**config.mk**
```make
export PLATFORM = sky130hd
export DESIGN_NAME = free_list_flat
export DESIGN_NICKNAME = d
export VERILOG_FILES = /design/src/rtl/free_list_if.sv /design/src/rtl/free_list.sv /design/src/flat_wrapper.sv
export SDC_FILE = /design/constraint.sdc
export NUM_CORES = 1
export LEC_CHECK = 0
export CORE_MARGIN = 2
export CORE_UTILIZATION = 40
export DETAILED_ROUTE_END_ITERATION = 8
export PLACE_DENSITY_LB_ADDON = 0.1
export SYNTH_ARGS = -nofsm -noshare
export SYNTH_HDL_FRONTEND = slang
export SYNTH_SLANG_ARGS = --single-unit
```
**constraint.sdc**
```tcl
create_clock -name clk -period 6.85 [get_ports clk]
set_input_delay 1.37 -clock clk [delete_from_list [all_inputs] [get_ports clk]]
set_output_delay 1.37 -clock clk [all_outputs]
set_load 0.02 [all_outputs]
```
**src/rtl/free_list_if.sv**
```systemverilog
// free_list_if: rename-side and commit-side signals of the physical-register free list.
// The slave modport is the free list itself; the master modport is rename/commit/recovery.
interface free_list_if #(
  parameter int unsigned PHYS_REG_BITS = 6,
  parameter int unsigned CNT_BITS      = 6
);

  logic                     dequeue;
  logic [PHYS_REG_BITS-1:0] phys_reg;
  logic                     is_free_list_empty;
  logic                     is_free_list_full;
  logic [CNT_BITS-1:0]      free_count;
  logic                     enqueue;
  logic [PHYS_REG_BITS-1:0] enqueue_preg;
  logic                     flush;
  logic                     overflow_err;

  modport master (
    output dequeue,
    output enqueue,
    output enqueue_preg,
    output flush,
    input  phys_reg,
    input  is_free_list_empty,
    input  is_free_list_full,
    input  free_count,
    input  overflow_err
  );

  modport slave (
    input  dequeue,
    input  enqueue,
    input  enqueue_preg,
    input  flush,
    output phys_reg,
    output is_free_list_empty,
    output is_free_list_full,
    output free_count,
    output overflow_err
  );

endinterface

```
**src/rtl/free_list.sv**
```systemverilog
// free_list: circular FIFO of free physical-register indices feeding rename.
// Entries are dequeued at the head by rename and returned at the tail by commit;
// a flush makes every non-architectural register free again (count back to DEPTH).
// Optional feature macro: FREE_LIST_BYPASS_EN -- when the list is empty, a legal
// enqueue is forwarded straight to phys_reg and can be consumed in the same cycle.
module free_list #(
  parameter int unsigned PHYS_REGS     = 64,
  parameter int unsigned ARCH_REGS     = 32,
  parameter int unsigned PHYS_REG_BITS = 6
) (
  input  logic        clk,
  input  logic        rst,
  free_list_if.slave  fl_if
);

  localparam int unsigned DEPTH    = PHYS_REGS - ARCH_REGS;
  localparam int unsigned CNT_BITS = $clog2(DEPTH + 1);
  localparam int unsigned PTR_BITS = (DEPTH > 1) ? $clog2(DEPTH) : 1;

  // Storage and pointers
  logic [PHYS_REG_BITS-1:0] r_mem [DEPTH];
  logic [PTR_BITS-1:0]      r_head;
  logic [PTR_BITS-1:0]      r_tail;
  logic [CNT_BITS-1:0]      r_count;
  logic                     r_overflow;

  // Decoded per-cycle actions
  logic                     w_empty;
  logic                     w_full;
  logic                     w_enq_legal;
  logic                     w_enq_ok;
  logic                     w_ovf_set;
  logic                     w_bypass;
  logic                     w_bypass_take;
  logic                     w_wr_en;
  logic                     w_head_adv;
  logic [PTR_BITS-1:0]      w_head_inc;
  logic [PTR_BITS-1:0]      w_tail_inc;

  // Pointer increment with explicit wrap so non-power-of-two depths also work
  function automatic logic [PTR_BITS-1:0] f_inc(input logic [PTR_BITS-1:0] p);
    if (p == PTR_BITS'(DEPTH - 1)) begin
      return '0;
    end
    return p + PTR_BITS'(1);
  endfunction

  // Classify the requests of this cycle against the registered state
  always_comb begin
    w_empty       = (r_count == '0);
    w_full        = (r_count == CNT_BITS'(DEPTH));
    w_enq_legal   = fl_if.enqueue && (fl_if.enqueue_preg != '0);
    w_enq_ok      = w_enq_legal && !w_full;
    w_ovf_set     = w_enq_legal && w_full;
`ifdef FREE_LIST_BYPASS_EN
    w_bypass      = w_empty && w_enq_legal;
`else
    w_bypass      = 1'b0;
`endif
    // A same-cycle dequeue of the bypassed register leaves storage untouched
    w_bypass_take = w_bypass && fl_if.dequeue && !fl_if.flush;
    w_wr_en       = w_enq_ok && !w_bypass_take;
    w_head_adv    = fl_if.dequeue && !w_empty && !fl_if.flush;
    w_head_inc    = f_inc(r_head);
    w_tail_inc    = f_inc(r_tail);
  end

  // Head entry and status flags, combinational from registered state
  always_comb begin
    fl_if.phys_reg           = r_mem[r_head];
    fl_if.is_free_list_empty = w_empty;
    if (w_bypass) begin
      fl_if.phys_reg           = fl_if.enqueue_preg;
      fl_if.is_free_list_empty = 1'b0;
    end
    fl_if.is_free_list_full  = w_full;
    fl_if.free_count         = r_count;
    fl_if.overflow_err       = r_overflow;
  end

  // Storage write, pointer/count update, flush recovery and sticky overflow
  always_ff @(posedge clk or posedge rst) begin
    if (rst) begin
      for (int i = 0; i < int'(DEPTH); i++) begin
        r_mem[i] <= PHYS_REG_BITS'(int'(ARCH_REGS) + i);
      end
      r_head     <= '0;
      r_tail     <= '0;
      r_count    <= CNT_BITS'(DEPTH);
      r_overflow <= 1'b0;
    end else begin
      if (w_ovf_set) begin
        r_overflow <= 1'b1;
      end
      if (w_wr_en) begin
        r_mem[r_tail] <= fl_if.enqueue_preg;
        r_tail        <= w_tail_inc;
      end
      if (fl_if.flush) begin
        r_head  <= w_wr_en ? w_tail_inc : r_tail;
        r_count <= CNT_BITS'(DEPTH);
      end else begin
        if (w_head_adv && !w_bypass_take) begin
          r_head <= w_head_inc;
        end
        if (w_wr_en && !w_head_adv) begin
          r_count <= r_count + CNT_BITS'(1);
        end else if (!w_wr_en && w_head_adv && !w_bypass_take) begin
          r_count <= r_count - CNT_BITS'(1);
        end
      end
    end
  end

endmodule

```
**src/flat_wrapper.sv**
```systemverilog
// flat-port wrapper written by rule: the top's interface ports become plain ports
module free_list_flat 
#(
  parameter int unsigned PHYS_REGS     = 64,
  parameter int unsigned ARCH_REGS     = 32,
  parameter int unsigned PHYS_REG_BITS = 6
)
  (clk, rst, fl_if_dequeue, fl_if_enqueue, fl_if_enqueue_preg, fl_if_flush, fl_if_phys_reg, fl_if_is_free_list_empty, fl_if_is_free_list_full, fl_if_free_count, fl_if_overflow_err);
  free_list_if #(.PHYS_REG_BITS(PHYS_REG_BITS)) fl_if_i ();
  input  logic clk;
  input  logic rst;
  input wire logic [$bits(fl_if_i.dequeue)-1:0] fl_if_dequeue;
  input wire logic [$bits(fl_if_i.enqueue)-1:0] fl_if_enqueue;
  input wire logic [$bits(fl_if_i.enqueue_preg)-1:0] fl_if_enqueue_preg;
  input wire logic [$bits(fl_if_i.flush)-1:0] fl_if_flush;
  output wire logic [$bits(fl_if_i.phys_reg)-1:0] fl_if_phys_reg;
  output wire logic [$bits(fl_if_i.is_free_list_empty)-1:0] fl_if_is_free_list_empty;
  output wire logic [$bits(fl_if_i.is_free_list_full)-1:0] fl_if_is_free_list_full;
  output wire logic [$bits(fl_if_i.free_count)-1:0] fl_if_free_count;
  output wire logic [$bits(fl_if_i.overflow_err)-1:0] fl_if_overflow_err;
  assign fl_if_i.dequeue = fl_if_dequeue;
  assign fl_if_i.enqueue = fl_if_enqueue;
  assign fl_if_i.enqueue_preg = fl_if_enqueue_preg;
  assign fl_if_i.flush = fl_if_flush;
  assign fl_if_phys_reg = fl_if_i.phys_reg;
  assign fl_if_is_free_list_empty = fl_if_i.is_free_list_empty;
  assign fl_if_is_free_list_full = fl_if_i.is_free_list_full;
  assign fl_if_free_count = fl_if_i.free_count;
  assign fl_if_overflow_err = fl_if_i.overflow_err;
  free_list #(.PHYS_REGS(PHYS_REGS), .ARCH_REGS(ARCH_REGS), .PHYS_REG_BITS(PHYS_REG_BITS)) u_core (.clk(clk), .rst(rst), .fl_if(fl_if_i));
endmodule
```
==> impl_metrics.json, run 1 <==
{
  "dr_total_vias": 6227,
  "firstDrtPassIters": 5,
  "fp.dieW_um": 164,
  "crit_path_max_incr_delay_ps": 1040,
  "reg2reg_depth": 10,
  "die_y_um": 164,
  "layout-drive-gt1-share_pct": 50.5,
  "cts_setup_buffers": 0,
  "worstReg2RegEnd": "u_core.fl_if.free_count[5]$_DFFE_PP1P_",
  "num_rows": 58,
  "port_buffers": 25,
  "final-max-slew-violation-count": 0,
  "synth_nets": 764,
  "syn-cell-area_um2": 10200,
  "critPathArrivalTime_ps": 3600,
  "fin_nets": 783,
  "total_power_mw": 5.54,
  "end_kind": "output pin",
  "whs_endpoint": "u_core.fl_if.overflow_err$_DFFE_PP0P_",
  "irDropWorstVdd_uv": 282,
  "fin_crit_ps": 4970,
  "grt_pass1_wl_um": 39700,
  "wl_um": 25000,
  "timing.fmax_ghz": 0.201,
  "fillers": 2210,
  "fin_setup_tns_ps": 0,
  "cpMaxStageDelayCell": "dfrtp_2",
  "p_leak_nw": 4.85,
  "ant_nets": 0,
  "synth_seq_area_share_pct": 52.5,
  "swShare_pct": 33.0,
  "clk_pin_slew_ps": 60,
  "clock_path_buffers": 3,
  "viasPerCell": 5.61,
  "crit_family": "simple AND/OR/NAND/NOR gates",
  "p_sw_mw": 1.83,
  "final_cell_mix": "mux2_2, dfstp_2, dfrtp_1, mux2i_1, nor2_1",
  "worst_path_most_repeated_cell": "nand3_1",
  "cp-start-kind": "register",
  "first_global_vias": 6763,
  "fin_hold_ws_ps": 473,
  "finalHoldViolCount": 0,
  "grt_overflow": 0,
  "route.detailed.drc": 0,
  "yosys_warnings": 0,
  "final_common_cell": "mux2_2",
  "htreeDepth": 1,
  "drt_iter0_markers": 338,
  "synth_cell_type_count": 54,
  "grt_setup_unrepaired": "false",
  "setup_viol": 0,
  "synth_edf_count": 0,
  "r2r-start": "u_core.fl_if.free_count[0]$_DFFE_PP0P_",
  "setup.worst_path.class": "reg -> out",
  "clkPwrFrac_pct": 23.8,
  "crit_chain": "and2_0 -> a21oi_1 -> nand3_1 -> nand3_1 -> clkdlybuf4s50_1",
  "cts_buffers": 24,
  "p_comb_share_pct": 34.5,
  "synthFlopType": "dfstp_2",
  "max-slew-margin-rel_pct": 14.0,
  "async_flop_share_pct": 100,
  "r2r_setup_slack_ps": 3500,
  "ys_ff_latch": 209,
  "coreArea_um2": 25200,
  "gr-usage-all-layers_pct": 19.3,
  "finalCritPeriodShare_pct": 72.6,
  "skew_ps": 6.94,
  "routedWlPerCell_um": 22.6,
  "antenna_found_initial": 0,
  "hold_start": "u_core.fl_if.overflow_err$_DFFE_PP0P_",
  "syn_inst": 741,
  "sequentialPowerShare_pct": 41.8,
  "io-pin-count": 26,
  "whs_path_depth": 1,
  "grt_max_degree": 83,
  "cts_tree": "built",
  "outcome": "finished clean",
  "area_delta_synth_final_pct": 13.8,
  "holdCritPathClass": "reg -> reg",
  "cts_resized": 0,
  "synth_area_per_cell_um2": 13.8,
  "tightest_slew_ps": 1280,
  "initial_core_util_pct": 40.7,
  "cts.sinks": 209,
  "powerDensity_nw_per_um2": 476,
  "hold_buffers": 0,
  "internal-power_mw": 3.71,
  "clk_latency_ps": 510,
  "path_buf_inv": 1,
  "die-area_um2": 26900,
  "drv_cap": 0,
  "routabilityCongestion": 0.816,
  "root_buffer": "clkbuf_16",
  "cp.required_ps": 5480,
  "dp_hpwl_um": 16100,
  "crit_fanout": 31
}
==> cell usage after synthesis (4+ instances only) <==
cell | instances | area [um2]
dfrtp_1 | 96 | 2400
mux2_2 | 181 | 2040
nand4_1 | 4 | 25.0
nand4_2 | 4 | 50.1
a22oi_1 | 12 | 90.1
nand3_1 | 22 | 110
mux4_2 | 30 | 676
nand2b_1 | 4 | 25.0
nor2_1 | 38 | 143
a21oi_1 | 15 | 75.1
dfstp_2 | 113 | 2970
o21ai_0 | 6 | 30.0
or2_2 | 4 | 25.0
nor2b_1 | 4 | 25.0
nor4_1 | 5 | 31.3
inv_1 | 9 | 33.8
mux2_1 | 13 | 146
buf_1 | 5 | 18.8
clkbuf_1 | 38 | 143
a21o_1 | 4 | 30.0
mux2i_1 | 50 | 500
ha_1 | 11 | 138
nand2_1 | 28 | 105
==> area by class of cell <==
class                      count  area, um2  area share, %
sequential                   209       5380           46.2
inverter                       9       37.5          0.322
tap                          330        413           3.54
timing repair buffer          37        338           2.90
multi-input combinational    479       4660           40.0
clock buffer                  41        756           6.49
clock inverter                 3       65.1          0.559
antenna                        1       2.50         0.0215
==> kinds of logic after synthesis <==
group,synth area share [%]
AOI/OAI and AO/OA,4.12
adders and majority gates,1.54
buffers and inverters,2.02
xor gates and xnor gates,0.0856
muxes,33.0
and+or+nand+nor,6.80
DFF,52.5
==> metrics by stage <==
step / cell area, um2 / worst slack (ps) / cells / utilization, %
final: 11600 / 1880 / 1109 / 46.3
after detailed placement: 10800 / 2120 / 1063 / 43.0
after global placement: 10800 / 2210 / 1063 / 43.0
after floorplan: 10200 / 2860 / 741 / -
after CTS: 11600 / 1850 / 1107 / 46.2
after global routing: 11600 / 1650 / 1108 / 46.2
==> worst max path at each step <==
stage | endpoint | depth (start not counted) | startpoint
after CTS | fl_if_phys_reg[0] | 5 | u_core.r_head[0]$_DFFE_PP0P_
after floorplan | u_core.fl_if.free_count[0]$_DFFE_PP0P_ | 1 | rst
after global routing | fl_if_phys_reg[3] | 5 | u_core.r_head[0]$_DFFE_PP0P_
final | fl_if_phys_reg[0] | 5 | u_core.r_head[0]$_DFFE_PP0P_
after global placement | u_core.fl_if.free_count[5]$_DFFE_PP1P_ | 12 | fl_if_enqueue_preg[4]
after detailed placement | u_core.fl_if.free_count[5]$_DFFE_PP1P_ | 12 | fl_if_enqueue_preg[0]
==> power by group through the flow <==
stage | clock network (mW) | logic (mW) | registers (mW)
floorplan | 0 | 1.52 | 2.09
global placement | 0 | 1.88 | 2.30
detailed placement | 0 | 1.92 | 2.34
CTS | 1.36 | 1.93 | 2.32
global route | 1.41 | 2.07 | 2.40
finish | 1.32 | 1.91 | 2.31
==> worst register-to-register path: cells and delay by family, from the launching register on <==
kind                       cells  cell delay, ps
and+or+nand+nor                4            1560
AOI/OAI and AO/OA              4             890
DFF                            1             440
adders and majority gates      1             270
muxes                          1             100
==> flip-flops by register name, summed over array words and instances, names as in the netlist <==
signal	cells
u_core.r_head	5
u_core.fl_if.free_count	6
u_core.r_mem	192
u_core.fl_if.overflow_err	1
u_core.r_tail	5
==> routing by layer <==
metal / vias up / GRT usage, % / wire length [um]
met5: - / 0 / 0
met3: 39 / 3.59 / 1280
met4: 0 / 5.62 / 603
met1: 3293 / 26.6 / 11400
met2: 135 / 31.1 / 11700
li1: 2760 / - / -
Note: power is estimated with default switching activity, not from simulation.
==> run 2, diff against run 1 <==
==> constraint.sdc (replaced) <==
create_clock -name clk -period 4.3 [get_ports clk]
set_input_delay 0.86 -clock clk [delete_from_list [all_inputs] [get_ports clk]]
set_output_delay 0.86 -clock clk [all_outputs]
set_load 0.02 [all_outputs]
==> run 2 against run 1 <==
Effect of this change: global-route usage up 0.41 points; clock skew up 1.9 ps; routed wire length up 0.89%; design area up 1.4%; non-clock buffer count up 21; die area unchanged; worst setup slack worse by 1500 ps; register-to-register slack worse by 2600 ps; combinational power up 66%; utilization up 0.65 points.
==> impl_metrics.json, run 2 (synthesis results as in run 1) <==
{
  "outcome": "finished clean",
  "cts_buffers": 25,
  "cp-start-kind": "register",
  "whs_path_depth": 1,
  "grt_pass1_wl_um": 40200,
  "layout-drive-gt1-share_pct": 52.0,
  "cts_resized": 0,
  "finalCritPeriodShare_pct": 92.0,
  "drv_cap": 0,
  "reg2reg_depth": 10,
  "p_leak_nw": 4.96,
  "timing.fmax_ghz": 0.253,
  "final_cells": 1131,
  "tightest_slew_ps": 771,
  "p_sw_mw": 2.86,
  "final_common_cell": "mux2_2",
  "clk_pin_slew_ps": 60,
  "fin_hold_ws_ps": 483,
  "grt_use_met2_pct": 32.2,
  "max-slew-margin-rel_pct": 48.3,
  "coreArea_um2": 25200,
  "dr_total_vias": 6268,
  "fin_util_pct": 46.9,
  "path_buf_inv": 2,
  "holdCritPathClass": "reg -> reg",
  "first_global_vias": 6883,
  "grt.busiest_layer": "met2",
  "finalHoldViolCount": 0,
  "p_comb_share_pct": 36.4,
  "setup_ws_ps": 342,
  "drt_iter0_markers": 381,
  "area_delta_synth_final_pct": 15.4,
  "grt_setup_unrepaired": "false",
  "viasPerCell": 5.54,
  "total_power_mw": 8.73,
  "clkPwrFrac_pct": 22.8,
  "design_area_um2": 11800,
  "largest_register": "u_core.r_mem",
  "cts_tree": "built",
  "placed_cell_area_um2": 11000,
  "critPathArrivalTime_ps": 3100,
  "setup.worst_path.start": "u_core.r_head[1]$_DFFE_PP0P_",
  "swShare_pct": 32.8,
  "cpMaxStageDelayCell": "dfrtp_4",
  "fin_crit_ps": 3960,
  "dp_hpwl_um": 16300,
  "final_cell_mix": "mux2_2, dfstp_2, dfrtp_1, mux2i_1, nor2_1",
  "internal-power_mw": 5.87,
  "skew_ps": 8.83,
  "die_y_um": 164,
  "wl_um": 25200,
  "grt_overflow": 0,
  "firstDrtPassIters": 4,
  "powerDensity_nw_per_um2": 739,
  "htreeDepth": 1,
  "route.detailed.drc": 0,
  "antenna_found_initial": 0,
  "setup_viol": 0,
  "root_buffer": "clkbuf_16",
  "end_kind": "output pin",
  "sequentialPowerShare_pct": 40.8,
  "whs_endpoint": "u_core.fl_if.overflow_err$_DFFE_PP0P_",
  "r2r_setup_slack_ps": 930,
  "cts.sinks": 209,
  "setup.worst_path.class": "reg -> out",
  "port_buffers": 25,
  "r2r-start": "u_core.fl_if.free_count[0]$_DFFE_PP0P_",
  "gr-usage-all-layers_pct": 19.7,
  "worst_path_most_repeated_cell": "mux4_2",
  "clk_latency_ps": 510,
  "crit_path_max_incr_delay_ps": 610,
  "fin_nets": 805,
  "hold_buffers": 0,
  "dp_cells": 1085,
  "crit_chain": "buf_4 -> mux4_2 -> mux4_2 -> nand2_1 -> nand3_1 -> clkdlybuf4s50_1",
  "clock_path_buffers": 3,
  "hold_start": "u_core.fl_if.overflow_err$_DFFE_PP0P_",
  "io-pin-count": 26,
  "crit_family": "buffers and inverters",
  "largest_register_ffs": 192,
  "final-max-slew-violation-count": 0,
  "irDropWorstVdd_uv": 518,
  "num_rows": 58,
  "routedWlPerCell_um": 22.3,
  "fp.dieW_um": 164,
  "grt_max_degree": 122,
  "fin_setup_tns_ps": 0,
  "ant_nets": 0,
  "die-area_um2": 26900,
  "cp.required_ps": 3440,
  "grtUsageMet3_pct": 3.28,
  "post-place-ws_ps": 673,
  "crit_fanout": 16,
  "routabilityCongestion": 0.776,
  "use_met1_pct": 27.6,
  "initial_core_util_pct": 40.7,
  "worstReg2RegEnd": "u_core.fl_if.free_count[5]$_DFFE_PP1P_",
  "cts_setup_buffers": 0
}
## run 2: changes by cell type in the layout (fill, tap and decap cells not counted)
cell,previous run,this run
buf_12,0,3
clkbuf_1,9,8
bufinv_16,2,0
clkinv_2,1,4
buf_4,11,30
clkbuf_8,7,8
clkbuf_2,1,0
## run 2: worst reg2reg max path, delay by kind of cell, from the launching register on
kind            cells  cell delay (ps)
simple gates        4             1590
compound gates      4              870
flops               1              460
fa+ha+maj           1              270
mux                 1              100
## run 2: metal layers
layer | up-vias | routed length [um]
li1 | 2806 | -
met2 | 116 | 12000
met5 | - | 0
met1 | 3315 | 11500
met4 | 0 | 423
met3 | 31 | 1220
## run 2: worst max-delay path by stage
stage | cells after the start | slack (ps) | to
floorplan | 1 | 820 | u_core.fl_if.free_count[0]$_DFFE_PP0P_
global placement | 11 | 690 | u_core.fl_if.free_count[5]$_DFFE_PP1P_
detailed placement | 11 | 670 | u_core.fl_if.free_count[5]$_DFFE_PP1P_
CTS | 6 | 310 | fl_if_phys_reg[1]
global route | 6 | 250 | fl_if_phys_reg[1]
finish | 6 | 340 | fl_if_phys_reg[1]
## run 2: area by class of cell
| type | instances | area, um2 |
|---|---|---|
| diodes | 1 | 2.50 |
| clock buffers | 41 | 766 |
| clock inverters | 4 | 20.0 |
| fillers | 2197 | 13400 |
| inverters | 9 | 37.5 |
| multi-input cells | 479 | 4660 |
| flip-flops and latches | 209 | 5380 |
| well taps | 330 | 413 |
| repair buffers | 58 | 536 |
## run 2: power groups by stage
stage	clock (mW)	sequential (mW)	combinational, mW
2_1_floorplan	0	3.34	2.41
3_3_place_gp	0	3.52	3.16
3_5_place_dp	0	3.59	3.21
4_1_cts	2.06	3.56	3.23
5_1_grt	2.15	3.67	3.46
6_report	1.99	3.56	3.18
